`src/rtl/calc1_core.sv`:
```
// Four-port 32-bit calculator: add, subtract, shift left/right logical.
// Each port takes cmd+op1, then op2, and answers one cycle later for one cycle.
module calc1_core (
  input  logic        c_clk,
  input  logic        reset,
  input  logic [0:3]  req1_cmd_in,
  input  logic [0:31] req1_data_in,
  input  logic [0:3]  req2_cmd_in,
  input  logic [0:31] req2_data_in,
  input  logic [0:3]  req3_cmd_in,
  input  logic [0:31] req3_data_in,
  input  logic [0:3]  req4_cmd_in,
  input  logic [0:31] req4_data_in,
  output logic [0:1]  out_resp1,
  output logic [0:31] out_data1,
  output logic [0:1]  out_resp2,
  output logic [0:31] out_data2,
  output logic [0:1]  out_resp3,
  output logic [0:31] out_data3,
  output logic [0:1]  out_resp4,
  output logic [0:31] out_data4
);

  typedef enum logic {IDLE, WAIT_OP2} state_t;

  localparam logic [3:0] CMD_NOP = 4'd0;
  localparam logic [3:0] CMD_ADD = 4'd1;
  localparam logic [3:0] CMD_SUB = 4'd2;
  localparam logic [3:0] CMD_SHL = 4'd5;
  localparam logic [3:0] CMD_SHR = 4'd6;

  localparam logic [1:0] RESP_NONE = 2'd0;
  localparam logic [1:0] RESP_OK   = 2'd1;
  localparam logic [1:0] RESP_ERR  = 2'd2;

  // MSB-first port vectors map onto conventional [n:0] arrays value-for-value.
  logic [3:0]  cmd_a  [4];
  logic [31:0] din_a  [4];
  logic [1:0]  resp_a [4];
  logic [31:0] dout_a [4];

  assign cmd_a[0] = req1_cmd_in;
  assign cmd_a[1] = req2_cmd_in;
  assign cmd_a[2] = req3_cmd_in;
  assign cmd_a[3] = req4_cmd_in;
  assign din_a[0] = req1_data_in;
  assign din_a[1] = req2_data_in;
  assign din_a[2] = req3_data_in;
  assign din_a[3] = req4_data_in;

  assign out_resp1 = resp_a[0];
  assign out_data1 = dout_a[0];
  assign out_resp2 = resp_a[1];
  assign out_data2 = dout_a[1];
  assign out_resp3 = resp_a[2];
  assign out_data3 = dout_a[2];
  assign out_resp4 = resp_a[3];
  assign out_data4 = dout_a[3];

  genvar gi;
  generate
    for (gi = 0; gi < 4; gi++) begin : g_port
      state_t      state_reg, state_next;
      logic [3:0]  cmd_reg, cmd_next;
      logic [31:0] op1_reg, op1_next;
      logic [1:0]  resp_reg, resp_next;
      logic [31:0] dout_reg, dout_next;
      logic [32:0] sum;

      always_ff @(posedge c_clk or negedge reset) begin
        if (!reset) begin
          state_reg <= IDLE;
          cmd_reg   <= CMD_NOP;
          op1_reg   <= '0;
          resp_reg  <= RESP_NONE;
          dout_reg  <= '0;
        end else begin
          state_reg <= state_next;
          cmd_reg   <= cmd_next;
          op1_reg   <= op1_next;
          resp_reg  <= resp_next;
          dout_reg  <= dout_next;
        end
      end

      // Response defaults to none so every result is exactly one cycle wide.
      always_comb begin
        state_next = state_reg;
        cmd_next   = cmd_reg;
        op1_next   = op1_reg;
        resp_next  = RESP_NONE;
        dout_next  = '0;
        sum        = {1'b0, op1_reg} + {1'b0, din_a[gi]};
        if (state_reg == IDLE) begin
          if (cmd_a[gi] != CMD_NOP) begin
            state_next = WAIT_OP2;
            cmd_next   = cmd_a[gi];
            op1_next   = din_a[gi];
          end
        end else begin
          state_next = IDLE;
          case (cmd_reg)
            CMD_ADD: begin
              if (sum[32]) begin
                resp_next = RESP_ERR;
              end else begin
                resp_next = RESP_OK;
                dout_next = sum[31:0];
              end
            end
            CMD_SUB: begin
              if (din_a[gi] > op1_reg) begin
                resp_next = RESP_ERR;
              end else begin
                resp_next = RESP_OK;
                dout_next = op1_reg - din_a[gi];
              end
            end
            CMD_SHL: begin
              resp_next = RESP_OK;
              dout_next = op1_reg << din_a[gi][4:0];
            end
            CMD_SHR: begin
              resp_next = RESP_OK;
              dout_next = op1_reg >> din_a[gi][4:0];
            end
            default: resp_next = RESP_ERR;
          endcase
        end
      end

      assign resp_a[gi] = resp_reg;
      assign dout_a[gi] = dout_reg;
    end
  endgenerate

endmodule

```
`config.mk`:
```
export PLATFORM = sky130hd
export DESIGN_NAME = calc1_core
export DESIGN_NICKNAME = d
export VERILOG_FILES = /design/src/rtl/calc1_core.sv
export SDC_FILE = /design/constraint.sdc
export NUM_CORES = 2
export LEC_CHECK = 0
export CAP_MARGIN = 5
export CORE_MARGIN = 4
export CORE_UTILIZATION = 25
export DETAILED_ROUTE_END_ITERATION = 12
export GPL_TIMING_DRIVEN = 0
export PLACE_DENSITY = 0.52
export SYNTH_ARGS = -nofsm -noshare
export SYNTH_HDL_FRONTEND = slang
export SYNTH_SLANG_ARGS = --single-unit
```
`constraint.sdc`:
```
create_clock -name c_clk -period 3.4 [get_ports c_clk]
set_input_delay 0.51 -clock c_clk [delete_from_list [all_inputs] [get_ports c_clk]]
set_output_delay 0.51 -clock c_clk [all_outputs]
set_load 0.02 [all_outputs]
```
==> reports/metrics.cfg <==
[status]
outcome = complete, but fails checks
violations = setup timing

[critical_path]
arrival_ns = 4.38
crit_family = compound AO/OA/AOI/OAI gates
worstPathCellList = inv_4 > ha_4 > fa_2 > nand2b_4 > a21oi_4 > o2111ai_4 > o311ai_4 > a31oi_4 > o21a_4 > o21a_4 > o41a_4 > buf_12 > o2111a_1 > a311oi_2
slowest_delay_ns = 0.45
crit_slowest_cell = o41a_4
endpoint_kind = flop
crit_buf_inv = 2
crit_top_cell = o21a_4
cp.required_ns = 3.91
critPathMaxFanout = 5
startpoint_type = flop
crit_type = flop to flop

[place]
post-place-ws_ns = -3.09
placed_cells = 7037
place_hpwl_mm = 152
port_buffers = 281
place_congestion = 1.02

[global_routing]
grt_max_degree = 100
antenna_found_initial = 15
grt_use_total_pct = 25.1
grt_pass1_vias = 40900
grt-ovfl-total = 0
grt_pass1_wl_mm = 287

[floorplanning]
core_um2 = 143000
fp.dieH_um = 388
initial_core_util_pct = 25.1
placementRows = 139
top_level_ports = 282
dieArea_um2 = 150000
die_w_um = 388

[logic_synthesis]
synth_xor_area_share_pct = 3.18
ys_warn_count = 0
syn_area_per_cell_um2 = 7.44
synthAdderAreaFrac_pct = 9.60
synthArstFlopShare_pct = 100
muxShareOfSynthArea_pct = 12.5
syn_nets = 5268
synth-simple-area-share_pct = 17.7
synth_top_family_by_area = compound AO/OA/AOI/OAI gates
ys_seq_area_share_pct = 19.7
synth_compound_area_share_pct = 30.6
ys_types = 98
synth_ff_type = dfrtp_1
synth_edf_count = 0
synth_area_um2 = 36100
ys_ff_latch = 284
synthCells = 4850

[finish]
area_growth_syn_to_layout_pct = 39.8
final_common_cell = nor2_1
n_fill_cell = 15000
drive_above_1_share_pct = 24.1
fin_nets = 5814
final_cell_mix = nor2_1 (512), a21oi_1 (444), nand2_1 (357)
instances_no_fill = 7338
largest_reg_flops = 128

[sta]
slew_headroom_pct = 6.12
setup-violations-final = 112
fin_crit_ns = 3.87
rsz0062_at_grt = yes
finalMaxSlewViolations = 0
finalHoldViolations = 0
finClkSkew_ns = 0.0206
worst_slew_pin_slew_ns = 1.40
finalCritPeriodShare_pct = 114
max_freq_mhz = 259
setup_slack_ns = -0.467

[power_and_ir_drop]
clockPowerShare_pct = 17.0
comb_power_share_pct = 65.7
leakage_nw = 19.9
peakVddDrop_mv = 0.361
p_sw_share_pct = 50.7
power_density_nw_per_um2 = 582
seqPwrFrac_pct = 17.3
switchingPower_mw = 14.9
intPower_mw = 14.5

[drt]
wl_per_cell_um = 27.4
avgViaCountPerCell = 5.80
route.vias.total = 42500
totalWireLength_mm = 201
drc_errors = 0
ant_nets = 0
drtIter0Drc = 4520
drt_first_pass_iters = 6

[flow_run]
max_cap_violations = 0

[clock_tree]
cts.sinks = 284
h-tree-depth = 2
cts.clk_slew.worst_paths_ns = 0.06
clk_path_buf_depth = 3
cts_tree = done
clock-root-buffer = clkbuf_16
clk_latency_ns = 0.63
cts_buffers = 42

[worst_hold_path]
min_path_type = primary input to flop

logic make-up (layout without fill, tap and decap cells):
logic type                 count (synthesis)  in the layout
AOI/OAI and AO/OA                       1751           1751
and+or+nand+nor                         1411           1411
buffers and inverters                    621           1200
muxes                                    380            380
DFF                                      284            284
adders and majority gates                272            272
xor gates and xnor gates                 131            131
other                                      0              6
metrics by stage:
step / power (mW) / setup TNS, ns / hold WS (ns) / util [%] / cell area, um^2
5_1_grt: 30.8 / -28.45 / 0.204 / 35.1 / 50400
3_5_place_dp: 19.9 / -294.59 / 0.422 / 29.2 / 41900
3_3_place_gp: 20.0 / -3890.80 / 0.508 / 29.1 / 41800
4_1_cts: 27.6 / -21.95 / 0.264 / 33.7 / 48400
6_report: 29.4 / -21.49 / 0.230 / 35.2 / 50400
2_1_floorplan: 14.7 / -3.53 / 0.214 / - / 36600
final timing paths:
path                                 startpoint                    end  slack [ns]  cells past startpoint
max in group asynchronous                 reset   g_port[0].op1_reg[1]        1.78                      4
setup reg to reg           g_port[0].op1_reg[0]           out_data1[3]       -0.47                     14
setup / recovery           g_port[0].op1_reg[0]           out_data1[3]       -0.47                     14
min in group asynchronous                 reset          out_data2[30]        0.35                      2
hold reg to reg            g_port[1].cmd_reg[0]   g_port[1].cmd_reg[0]        0.53                      1
hold / removal                 req4_data_in[13]  g_port[3].op1_reg[18]        0.23                      2
layer usage:
metal | track usage [%] | vias up | routed length (um)
li1 | - | 18800 | -
met1 | 33.4 | 20900 | 84200
met2 | 39.3 | 2324 | 88000
met3 | 5.65 | 442 | 18800
met4 | 10.1 | 12 | 10100
met5 | 0 | - | 80
worst reg2reg max path, stage by stage (launching register included):
cell	delay, ns
dfrtp_2	0.41
inv_4	0.05
ha_4	0.16
fa_2	0.37
nand2b_4	0.17
a21oi_4	0.20
o2111ai_4	0.21
o311ai_4	0.38
a31oi_4	0.17
o21a_4	0.27
o21a_4	0.23
o41a_4	0.45
buf_12	0.19
o2111a_1	0.26
a311oi_2	0.23
cell type report:
class,count,area [um^2],share of cell area (%)
multi-input cells,3945,30800,61.0
plain buffers,289,1870,3.71
clock inverters,24,318,0.630
inverters,290,1160,2.31
flip-flops and latches,284,7160,14.2
diodes,6,15.0,0.0298
repair buffers,544,5550,11.0
clock buffers,53,1210,2.39
well taps,1903,2380,4.72
power groups by stage:
stage | clock network (mW) | registers (mW) | logic [mW]
2_1_floorplan | 0 | 4.81 | 9.92
3_3_place_gp | 0 | 5.10 | 14.9
3_5_place_dp | 0 | 5.12 | 14.8
4_1_cts | 5.15 | 5.03 | 17.4
5_1_grt | 5.28 | 5.15 | 20.4
6_report | 4.98 | 5.08 | 19.3
synthesized netlist by cell type, types with 35 or more instances:
master | instances | area share [%]
buf_1 | 51 | 0.53
a211oi_1 | 65 | 1.4
nor2_1 | 539 | 5.6
clkbuf_1 | 245 | 2.5
inv_1 | 279 | 2.9
mux2i_1 | 176 | 4.9
nand2b_1 | 100 | 1.7
xnor2_1 | 111 | 2.7
nor3_1 | 91 | 1.3
a21o_1 | 56 | 1.2
o211ai_1 | 50 | 1.0
o21a_1 | 36 | 0.75
o31ai_1 | 42 | 0.87
a22oi_1 | 35 | 0.73
mux4_2 | 40 | 2.5
nor4_1 | 43 | 0.75
dfrtp_1 | 284 | 20
a21oi_1 | 549 | 7.6
ha_1 | 264 | 9.2
mux2_2 | 164 | 5.1
o22ai_1 | 106 | 1.8
nand2_1 | 380 | 4.0
o21ai_0 | 401 | 5.6
o21bai_1 | 67 | 1.4
a31oi_1 | 72 | 1.2
nand3_1 | 79 | 1.1
repair_timing:
item | CTS | global route
cloned | 5 | 2
hold buffers | 1 | 0
setup endpoints to repair | 136 | 136
hold endpoints to repair | 37 | 0
pin swaps | 202 | 211
gates resized for setup | 844 | 370
buffers inserted | 175 | 86
(Power assumes the default switching activity.)
